===== src/rtl/fb_writer_pkg.sv =====
// Shared types and defaults for the frame-buffer byte writer.
// The optional idle timeout is enabled by defining FB_WRITER_TIMEOUT_EN.
package fb_writer_pkg;

   typedef enum logic [2:0] {
      IDLE,
      P_AHI,
      P_ALO,
      P_CNT,
      P_DATA,
      L_DATA
   } fb_state_e;

   localparam logic [7:0]  FB_CMD_LOAD       = 8'h4C;
   localparam logic [7:0]  FB_CMD_PATCH      = 8'h50;
   localparam int unsigned FB_ADDR_W         = 12;
   localparam int unsigned FB_FRAME_BYTES    = 4096;
   localparam int unsigned FB_TIMEOUT_CYCLES = 1000000;

endpackage


===== src/rtl/fb_byte_writer_if.sv =====
// Stream-in / RAM-write-out bundle for fb_byte_writer.
// The slave modport is the writer's view; the master modport is the feeder/monitor view.
interface fb_byte_writer_if
   import fb_writer_pkg::*;
#(
   parameter int unsigned ADDR_W = FB_ADDR_W
);
   logic [7:0]        rx_data;
   logic              rx_valid;
   logic              rx_ready;
   logic              mem_lock;
   logic [ADDR_W-1:0] wr_addr;
   logic [7:0]        wr_data;
   logic              wr_en;
   logic              busy;
   logic              frame_done;
   logic              err;

   modport slave (
      input  rx_data, rx_valid, mem_lock,
      output rx_ready, wr_addr, wr_data, wr_en, busy, frame_done, err
   );

   modport master (
      output rx_data, rx_valid, mem_lock,
      input  rx_ready, wr_addr, wr_data, wr_en, busy, frame_done, err
   );
endinterface


===== src/rtl/fb_idle_watchdog.sv =====
// Idle-cycle counter that flags a stalled command; only instantiated when
// FB_WRITER_TIMEOUT_EN is defined.
module fb_idle_watchdog #(
   parameter int unsigned TIMEOUT_CYCLES = 1000000
) (
   input  logic clk,
   input  logic reset_n,
   input  logic i_clear,
   input  logic i_run,
   output logic o_timeout
);
   localparam int unsigned CNT_W = $clog2(TIMEOUT_CYCLES + 1);
   localparam logic [CNT_W-1:0] LAST_COUNT = CNT_W'(TIMEOUT_CYCLES - 1);

   logic [CNT_W-1:0] r_count;

   // Fires in the cycle that completes TIMEOUT_CYCLES idle cycles.
   assign o_timeout = i_run & ~i_clear & (r_count == LAST_COUNT);

   always_ff @(posedge clk or negedge reset_n) begin
      if (!reset_n) begin
         r_count <= '0;
      end else if (i_clear || o_timeout) begin
         r_count <= '0;
      end else if (i_run) begin
         r_count <= r_count + 1'b1;
      end
   end
endmodule


===== src/rtl/fb_byte_writer.sv =====
// Parses the UART byte stream (load / patch commands) and drives the frame-buffer
// RAM write port. Define FB_WRITER_TIMEOUT_EN to abort stalled commands.
module fb_byte_writer
   import fb_writer_pkg::*;
#(
   parameter int unsigned ADDR_W         = FB_ADDR_W,
   parameter int unsigned FRAME_BYTES    = FB_FRAME_BYTES,
   parameter logic [7:0]  CMD_LOAD       = FB_CMD_LOAD,
   parameter logic [7:0]  CMD_PATCH      = FB_CMD_PATCH,
   parameter int unsigned TIMEOUT_CYCLES = FB_TIMEOUT_CYCLES
) (
   input  logic             clk,
   input  logic             reset_n,
   fb_byte_writer_if.slave  bus
);
   localparam logic [ADDR_W:0] LAST_LOAD_IDX = (ADDR_W + 1)'(FRAME_BYTES - 1);

   if (FRAME_BYTES > (1 << ADDR_W) || FRAME_BYTES == 0 || TIMEOUT_CYCLES == 0
       || ADDR_W < 9 || ADDR_W > 16) begin : g_bad_param
      $error("fb_byte_writer: illegal parameter combination");
   end

   fb_state_e         r_state;
   fb_state_e         w_state_next;
   logic [ADDR_W-1:0] r_addr;
   logic [ADDR_W:0]   r_byte_cnt;
   logic [8:0]        r_remaining;
   logic [ADDR_W-1:0] r_wr_addr;
   logic [7:0]        r_wr_data;
   logic              r_wr_en;
   logic              r_frame_done;
   logic              r_err;
   logic              w_accept;
   logic              w_in_data;
   logic              w_last;
   logic              w_timeout;

   assign bus.rx_ready   = reset_n & ~bus.mem_lock;
   assign bus.wr_addr    = r_wr_addr;
   assign bus.wr_data    = r_wr_data;
   assign bus.wr_en      = r_wr_en;
   assign bus.frame_done = r_frame_done;
   assign bus.err        = r_err;
   assign bus.busy       = (r_state != IDLE);

   assign w_accept  = bus.rx_valid & bus.rx_ready;
   assign w_in_data = (r_state == P_DATA) || (r_state == L_DATA);
   assign w_last    = (r_state == L_DATA) ? (r_byte_cnt == LAST_LOAD_IDX)
                                          : (r_remaining == 9'd1);

`ifdef FB_WRITER_TIMEOUT_EN
   // Clearing while in IDLE also covers the "clear on entry to IDLE" case.
   fb_idle_watchdog #(
      .TIMEOUT_CYCLES (TIMEOUT_CYCLES)
   ) u_watchdog (
      .clk       (clk),
      .reset_n   (reset_n),
      .i_clear   (w_accept | (r_state == IDLE)),
      .i_run     ((r_state != IDLE) & ~bus.mem_lock),
      .o_timeout (w_timeout)
   );
`else
   assign w_timeout = 1'b0;
`endif

   always_ff @(posedge clk or negedge reset_n) begin
      if (!reset_n) begin
         r_state <= IDLE;
      end else begin
         r_state <= w_state_next;
      end
   end

   always_comb begin
      w_state_next = r_state;
      if (w_timeout) begin
         w_state_next = IDLE;
      end else if (w_accept) begin
         case (r_state)
            IDLE: begin
               if (bus.rx_data == CMD_LOAD) begin
                  w_state_next = L_DATA;
               end else if (bus.rx_data == CMD_PATCH) begin
                  w_state_next = P_AHI;
               end
            end
            P_AHI:          w_state_next = P_ALO;
            P_ALO:          w_state_next = P_CNT;
            P_CNT:          w_state_next = P_DATA;
            P_DATA, L_DATA: if (w_last) w_state_next = IDLE;
            default:        w_state_next = IDLE;
         endcase
      end
   end

   // Write outputs are registered: a byte accepted in cycle N is written in N+1.
   always_ff @(posedge clk or negedge reset_n) begin
      if (!reset_n) begin
         r_addr       <= '0;
         r_byte_cnt   <= '0;
         r_remaining  <= '0;
         r_wr_addr    <= '0;
         r_wr_data    <= '0;
         r_wr_en      <= 1'b0;
         r_frame_done <= 1'b0;
         r_err        <= 1'b0;
      end else begin
         r_wr_en      <= w_accept & w_in_data & ~w_timeout;
         r_frame_done <= w_accept & w_in_data & w_last & ~w_timeout;
         r_err        <= w_timeout;
         if (w_accept && !w_timeout) begin
            case (r_state)
               IDLE: begin
                  if (bus.rx_data == CMD_LOAD) begin
                     r_addr     <= '0;
                     r_byte_cnt <= '0;
                  end
               end
               P_AHI:  r_addr[ADDR_W-1:8] <= bus.rx_data[ADDR_W-9:0];
               P_ALO:  r_addr[7:0]        <= bus.rx_data;
               P_CNT:  r_remaining        <= {1'b0, bus.rx_data} + 9'd1;
               P_DATA, L_DATA: begin
                  r_wr_addr <= r_addr;
                  r_wr_data <= bus.rx_data;
                  r_addr    <= r_addr + 1'b1;
                  if (r_state == L_DATA) begin
                     r_byte_cnt <= r_byte_cnt + 1'b1;
                  end else begin
                     r_remaining <= r_remaining - 9'd1;
                  end
               end
               default: ;
            endcase
         end
      end
   end
endmodule


===== src/flat_wrapper.sv =====
// flat-port wrapper written by rule: the top's interface ports become plain ports
module fb_byte_writer_flat import fb_writer_pkg::*;
#(
   parameter int unsigned ADDR_W         = FB_ADDR_W,
   parameter int unsigned FRAME_BYTES    = FB_FRAME_BYTES,
   parameter logic [7:0]  CMD_LOAD       = FB_CMD_LOAD,
   parameter logic [7:0]  CMD_PATCH      = FB_CMD_PATCH,
   parameter int unsigned TIMEOUT_CYCLES = FB_TIMEOUT_CYCLES
)
  (clk, reset_n, bus_rx_data, bus_rx_valid, bus_mem_lock, bus_rx_ready, bus_wr_addr, bus_wr_data, bus_wr_en, bus_busy, bus_frame_done, bus_err);
  fb_byte_writer_if #(.ADDR_W(ADDR_W)) bus_i ();
  input  logic clk;
  input  logic reset_n;
  input wire logic [$bits(bus_i.rx_data)-1:0] bus_rx_data;
  input wire logic [$bits(bus_i.rx_valid)-1:0] bus_rx_valid;
  input wire logic [$bits(bus_i.mem_lock)-1:0] bus_mem_lock;
  output wire logic [$bits(bus_i.rx_ready)-1:0] bus_rx_ready;
  output wire logic [$bits(bus_i.wr_addr)-1:0] bus_wr_addr;
  output wire logic [$bits(bus_i.wr_data)-1:0] bus_wr_data;
  output wire logic [$bits(bus_i.wr_en)-1:0] bus_wr_en;
  output wire logic [$bits(bus_i.busy)-1:0] bus_busy;
  output wire logic [$bits(bus_i.frame_done)-1:0] bus_frame_done;
  output wire logic [$bits(bus_i.err)-1:0] bus_err;
  assign bus_i.rx_data = bus_rx_data;
  assign bus_i.rx_valid = bus_rx_valid;
  assign bus_i.mem_lock = bus_mem_lock;
  assign bus_rx_ready = bus_i.rx_ready;
  assign bus_wr_addr = bus_i.wr_addr;
  assign bus_wr_data = bus_i.wr_data;
  assign bus_wr_en = bus_i.wr_en;
  assign bus_busy = bus_i.busy;
  assign bus_frame_done = bus_i.frame_done;
  assign bus_err = bus_i.err;
  fb_byte_writer #(.ADDR_W(ADDR_W), .FRAME_BYTES(FRAME_BYTES), .CMD_LOAD(CMD_LOAD), .CMD_PATCH(CMD_PATCH), .TIMEOUT_CYCLES(TIMEOUT_CYCLES)) u_core (.clk(clk), .reset_n(reset_n), .bus(bus_i));
endmodule

===== config.mk =====
export PLATFORM = sky130hd
export DESIGN_NAME = fb_byte_writer_flat
export DESIGN_NICKNAME = d
export VERILOG_FILES = /design/src/rtl/fb_writer_pkg.sv /design/src/rtl/fb_byte_writer_if.sv /design/src/rtl/fb_idle_watchdog.sv /design/src/rtl/fb_byte_writer.sv /design/src/flat_wrapper.sv
export SDC_FILE = /design/constraint.sdc
export NUM_CORES = 1
export LEC_CHECK = 0
export ABC_AREA = 1
export BUFFER_PORTS_ARGS = -buffer_cell sky130_fd_sc_hd__buf_4
export CAP_MARGIN = 20
export CORE_MARGIN = 3
export CORE_UTILIZATION = 55
export CTS_CLUSTER_DIAMETER = 120
export DETAILED_ROUTE_END_ITERATION = 10
export PLACE_DENSITY_LB_ADDON = 0.25
export SYNTH_ARGS = -nofsm -noshare
export SYNTH_HDL_FRONTEND = slang
export SYNTH_SLANG_ARGS = --single-unit

===== constraint.sdc =====
create_clock -name clk -period 4.1 [get_ports clk]
set_input_delay 0.41 -clock clk [delete_from_list [all_inputs] [get_ports clk]]
set_output_delay 0.41 -clock clk [all_outputs]
set_load 0.1 [all_outputs]

==> Word level (Yosys, flattened, before mapping) <==
Cells that the tools add are included.
{ "totals": {"ff_bits": 59, "latchBits": 0, "ram_bits": 0, "romBits": 0, "inputBits": 12, "output_inout_bits": 25, "wordCells": 59, "n_memories": 0} }
{ "classes": {"n_addsub": 4, "mul": 0, "div_mod_pow": 0, "order_cmp": 0, "eq_ne": 14, "shifts": 0, "mux": 13, "bitwise_logic": 5, "n_reduce_logical": 14} }
{ "ops": {"columns": ["op", "n"], "rows": [
  ["$mux W13", 2],
  ["$pmux W13 S2", 1],
  ["$pmux W8 S3", 1],
  ["$pmux W9 S2", 1],
  ["$eq A8 B7 Y1 const B", 2],
  ["$pmux W3 S5", 1],
  ["$add A13 B1 Y13 const B", 1],
  ["$eq A13 B12 Y1 const B", 1],
  ["$add A12 B1 Y12 const B", 1],
  ["$mux W12", 1],
  ["$pmux W4 S3", 1],
  ["$reduce_and A3 Y1", 4],
  ["$add A8 B1 Y9 const B", 1],
  ["$eq A9 B1 Y1 const B", 1],
  ["$mux W3", 3],
  ["$mux W9", 1],
  ["$reduce_bool A3 Y1", 3],
  ["$sub A9 B1 Y9 const B", 1],
  ["$eq A3 B2 Y1 const B", 2],
  ["$eq A3 B3 Y1 const B", 2],
  ["$ne A2 B1 Y1 const B", 3],
  ["$and A1 B1 Y1", 4],
  ["$reduce_and A4 Y1", 1],
  ["$reduce_bool A2 Y1", 2],
  ["other kinds (9)", 9]
]} }

==> Logic depth before layout (Yosys ltp) <==
{ "logic_depth": {"ltp_word": 5, "depth_mapped": 12, "mapped_depth_nobuf": 11} }

==> Least setup slack after synthesis <==
Ideal clock, no wire load.
{ "synth_timing": {"kind": "input to register", "from": "input reset_n", "to": "register u_core.r_byte_cnt[12]", "setup_ns": 0.121, "t_arrival_ns": 2.241, "required_time_ns": 3.979, "path_slack_ns": 1.739, "path_stages": 10, "n_path_buf": 1, "cell_sequence": "inv_1 > nor2_2 > nand2_2 > inv_1 > nand2_2 > nor2_8 > inv_4 > buf_6 > nand2_1 > o21ai_1"} }
{ "synth_between": {"elab_chain_len": 3} }
{ "synth_rtl": {"columns": ["element", "line", "rtl"], "rows": [
  ["from (decl)", "flat_wrapper.sv:13", "input logic reset_n;"],
  ["$and A1 B1 Y1", "fb_byte_writer.sv:38", "assign bus.rx_ready = reset_n & ~bus.mem_lock;"],
  ["named net bus_rx_ready", "flat_wrapper.sv:17", "output wire logic [$bits(bus_i.rx_ready)-1:0] bus_rx_ready;"],
  ["$and A1 B1 Y1", "fb_byte_writer.sv:46", "assign w_accept = bus.rx_valid & bus.rx_ready;"],
  ["$reduce_and A4 Y1 (no source line)", null, null],
  ["to (signal assigned)", "fb_byte_writer.sv:127", "r_byte_cnt <= r_byte_cnt + 1'b1;"],
  ["to (decl)", "fb_byte_writer.sv:26", "logic [ADDR_W:0] r_byte_cnt;"]
]} }
The timed path passes the listed nets, and every way through them passes these cells.
A chain may end at the register's enable or synchronous reset.

==> Worst setup path in the final report <==
{ "layout_timing": {"from": "register u_core.r_state[1]", "to": "register u_core.r_wr_data[3] (netlist: u_core.bus.wr_data[3])"} }
{ "layout_between": {"elab_chain_len": 3, "elab_cells_between_ends": 4, "classes_between": "eq/ne: 2; reduce/logical: 2"} }
{ "layout_rtl": {"columns": ["element", "line", "rtl"], "rows": [
  ["from (decl)", "fb_byte_writer.sv:23", "fb_state_e r_state;"],
  ["from (signal assigned)", "fb_byte_writer.sv:70", "r_state <= w_state_next;"],
  ["$eq A3 B3 Y1", "fb_byte_writer.sv:112", "case (r_state)"],
  ["$reduce_or A2 Y1 *", "fb_byte_writer.sv:112", null],
  ["$reduce_and A2 Y1 (no source line) *", null, null],
  ["to (signal assigned)", "fb_byte_writer.sv:124", "r_wr_data <= bus.rx_data;"],
  ["to (decl)", "fb_byte_writer.sv:29", "logic [7:0] r_wr_data;"]
]} }
Every way passes the cells marked *; elsewhere a longest branch is shown, timed or not.

==> out/summary.md <==
The run finished with clean final reports. In the final routed layout, each cell accounts on average for 14.8 um. TritonCTS built the clock tree. The number of setup violations in the final report is 0, and the peak supply drop is 0.000522 V. The initial antenna violation count was 0.

The adder-cell share of the synthesized area is 2.12%. Startpoint class of the critical path: a register. Buffers inserted during clock tree synthesis total 9. The startpoint-to-endpoint class of the critical path is reg -> reg. In this run the standard cell core region covers 6100 sq um. Dividing the final minimum period by the clock period gives 57.3%. The min-delay analysis places its worst path in the category in -> async.

The run gives 39.2% as the relative contribution of sequential cells to total power. The worst path arrival time is 2.58 ns, and the clock period minus worst slack is 2.35 ns. Wires add up to 8800 um. Averaged over all synthesized cells, the footprint is 7.39 sq um. During synthesis, Yosys emitted a total of 0 warnings. Full die area: 7450 sq um. The logs give 14,300 um for the global-route wire length before repair and 0.129 ns for the worst hold slack. After clock tree synthesis, the repair step resized 0 gates. Combinational logic burns 34.0% of the power.

The via count of the first global-routing pass is 2,962. The logs give 4.33 ns for the data required time at the worst endpoint and 41.6% for the sequential area share after synthesis. The synthesized design contains 0 enable-type register cells. After floorplanning, the core was divided into 28 placement rows. The first detailed-routing pass ran for 5 iterations.

The repair_antennas step left the layout with diodes totalling 0. The synthesized netlist net count is 498, and the fraction of layout instances using a drive strength above 1 is 16.6%. Largest family of logic cells by synthesized area: simple AND/OR/NAND/NOR gates.

In the routed layout, each cell is associated on average with a via count of 5.54. Cell-internal power: 0.00122 W. The largest stage delay on the critical path was 0.56 ns.

The clock network accounts for 26.8% of the total power. The switching fraction of total power was 43.2%. The cell chosen for the clock root was sky130_fd_sc_hd__clkbuf_8.

STA classifies the critical path endpoint as a register. Leaving out fill and tap cells, the most frequent cells in the layout are sky130_fd_sc_hd__nand2_1 (137), sky130_fd_sc_hd__dfrtp_1 (59), sky130_fd_sc_hd__nor2_1 (53), sky130_fd_sc_hd__inv_1 (47), sky130_fd_sc_hd__nand3_1 (42). The final layout contains 531 nets. The worst register-to-register path begins at u_core.r_state[1]. Headroom to the max-slew limit came out at 50.6%. The tools report the post-route clock skew as 0.0102 ns. By instance count, the cell type seen most on the critical path is sky130_fd_sc_hd__nor2_8. Startpoint of the most critical setup path: u_core.r_state[1]. Once layout is done, the placed cells without fillers occupy 4020 sq um. The wire-length estimate of the detail-placed layout is 6030 um. The synthesized design contains 59 register bits. Among all flip-flop cells after synthesis, the most frequent one is sky130_fd_sc_hd__dfrtp_1.

In the global route stage, overall resource usage came out at 25.0%. Setup repair after global routing left no endpoint under its margin. The critical path goes through nor2_8 -> inv_2 -> nor2_8 -> mux2_2.

The clock net in this run drives a total of 59 sinks. The max-slew violation count was 0. For this design, the slowest cell found on the critical path is sky130_fd_sc_hd__dfrtp_1. The number of buffers on the longest clock path came out at 2. The vias after detailed routing was 3,286. The count of nets left with antenna violations once routing finished came out at 0. The total leakage power came out at 2.05 nW. Entering global routing, the biggest net connects 61 pins. The cell area power density was 532 nW/um^2; the number of top-level design ports was 37. The final total negative setup slack is 0 ns. Max-cap violations in this run came to 0. The power after layout is 0.00214 W, and the weighted congestion reported at the end of routability-driven placement is 0.957. The effective utilization at floorplan was 58.2%; the area growth from synthesis to layout was 13.4%. Counting the fill cells in the layout gives 538. In the routed design, unresolved DRC markers number 0. CTS built an H-tree with a depth of 3. The tools report the DRC marker count from the first detailed-route iteration as 218. For the core utilization of the finished layout, the log shows 66.0%. Counting flops with an async set or reset pin after synthesis yields a share of 100%. Synthesis produced a netlist whose cell count is 480. The area share of and/or/nand/nor cells after synthesis was 33.3%; the vertical die dimension was 86.3 um. At the pin with the least slew margin, the transition time is 0.741 ns. Based on the critical path, the design can be clocked at up to 426 MHz. In this run, post-CTS hold repair placed 0 buffers.

Port buffering added 35 buffers. The total overflow reported by the global router was 0; the synthesized-area fraction occupied by ao, oa, aoi and oai cells was 12.1%. The cell area that synthesis handed to floorplanning was 3550 sq um. Summing all placed instances gives a cell area of 3810 sq um. The power dissipated by switching net loads came out at 0.000925 W. The floorplan step set the die width to 86.3 um. Along the worst path, the maximum fanout reaches 37. After synthesis, the share of cell area in mux cells is 1.59%. In this run the post-CTS setup repair buffer count came out at 0.

The run gives 0 as the number of endpoints with negative hold slack in the final report. The library cell used most frequently in the layout, excluding fill and tap cells, is sky130_fd_sc_hd__nand2_1. The clock edge transition at the registers on the reported setup and hold paths was 0.07 ns. The run gives 0.36 ns as the clock latency at the later pin of the worst-skew pair.

The xor-xnor portion of the synthesized cell area is 0.741%, and the count of distinct cell types in the synthesized netlist is 34.
final timing paths:
kind                                    endpoint  slack, ns  cells after the start
max reg2reg                u_core.bus.wr_data[3]       1.75                      4
min in group clk           u_core.bus.wr_data[5]       0.40                      3
max                        u_core.bus.wr_data[3]       1.75                      4
max in group asynchronous  u_core.bus.wr_addr[4]       3.49                      1
min reg2reg                u_core.r_remaining[5]       0.52                      2
min                         u_core.r_byte_cnt[6]       0.13                      1
kinds of logic after synthesis:
logic type	after synthesis
buf+inv	67
simple gates	264
mux	5
flops	59
other cells	1
fa+ha+maj	6
xor+xnor	3
compound gates	75
critical path: cells and delay by family, from the launching register on:
kind	cells	cell delay, ns
and+or+nand+nor	2	0.99
muxes	1	0.39
DFF	1	0.56
buffers and inverters	1	0.28
flip-flops by register name, indices dropped and copies added (netlist names):
name / flops
u_core.bus.wr_en: 1
u_core.r_addr: 12
u_core.r_byte_cnt: 13
u_core.r_state: 3
u_core.r_remaining: 9
u_core.bus.wr_addr: 12
u_core.bus.frame_done: 1
u_core.bus.wr_data: 8
per-stage QoR:
step | instances | setup WS, ns
2_1_floorplan | 480 | 1.74
3_3_place_gp | 577 | 1.78
3_5_place_dp | 577 | 1.73
4_1_cts | 593 | 1.76
5_1_grt | 593 | 1.62
6_report | 593 | 1.75
area by class of cell:
type                       instances  area [sq um]  share of cell area [%]
tap                               75          93.8                    2.33
clock inverter                     5          60.1                    1.49
sequential                        59          1480                    36.7
inverter                          54           208                    5.16
timing repair buffer              35           263                    6.53
multi-input combinational        354          1770                    44.0
clock buffer                      11           151                    3.76
cells in the mapped netlist (3+ instances only):
library cell | instances | area share, %
sky130_fd_sc_hd__nor2_1 | 53 | 5.6
sky130_fd_sc_hd__nor3_1 | 5 | 0.71
sky130_fd_sc_hd__or2_2 | 3 | 0.53
sky130_fd_sc_hd__mux2_2 | 5 | 1.6
sky130_fd_sc_hd__o21ai_0 | 26 | 3.7
sky130_fd_sc_hd__nand3b_1 | 3 | 0.63
sky130_fd_sc_hd__nand4_1 | 8 | 1.4
sky130_fd_sc_hd__o21ai_2 | 6 | 1.5
sky130_fd_sc_hd__ha_1 | 6 | 2.1
sky130_fd_sc_hd__nand2_2 | 7 | 1.2
sky130_fd_sc_hd__buf_2 | 7 | 0.99
sky130_fd_sc_hd__nor2_8 | 4 | 2.3
sky130_fd_sc_hd__buf_4 | 3 | 0.63
sky130_fd_sc_hd__inv_2 | 5 | 0.53
sky130_fd_sc_hd__inv_1 | 47 | 5.0
sky130_fd_sc_hd__nand2_1 | 137 | 14
sky130_fd_sc_hd__dfrtp_1 | 59 | 42
sky130_fd_sc_hd__o21bai_1 | 5 | 1.1
sky130_fd_sc_hd__buf_6 | 3 | 0.95
sky130_fd_sc_hd__nand3_1 | 42 | 5.9
sky130_fd_sc_hd__a21oi_1 | 27 | 3.8
power by group through the flow:
stage / Clock (W) / Sequential [W] / Combinational, W
2_1_floorplan: 0 / 0.000947 / 0.000446
3_3_place_gp: 0 / 0.000842 / 0.000706
3_5_place_dp: 0 / 0.000846 / 0.000718
4_1_cts: 0.000579 / 0.000837 / 0.000726
5_1_grt: 0.000606 / 0.000860 / 0.000800
6_report: 0.000575 / 0.000840 / 0.000727
routing by layer:
metal	vias up	part of all wire [%]	GRT usage, %
li1	1615	-	-
met1	1507	46	34.6
met2	142	45	37.5
met3	22	7.7	6.27
met4	0	2.1	10.6
met5	-	0	0
Power figures use the tool's default switching activity.
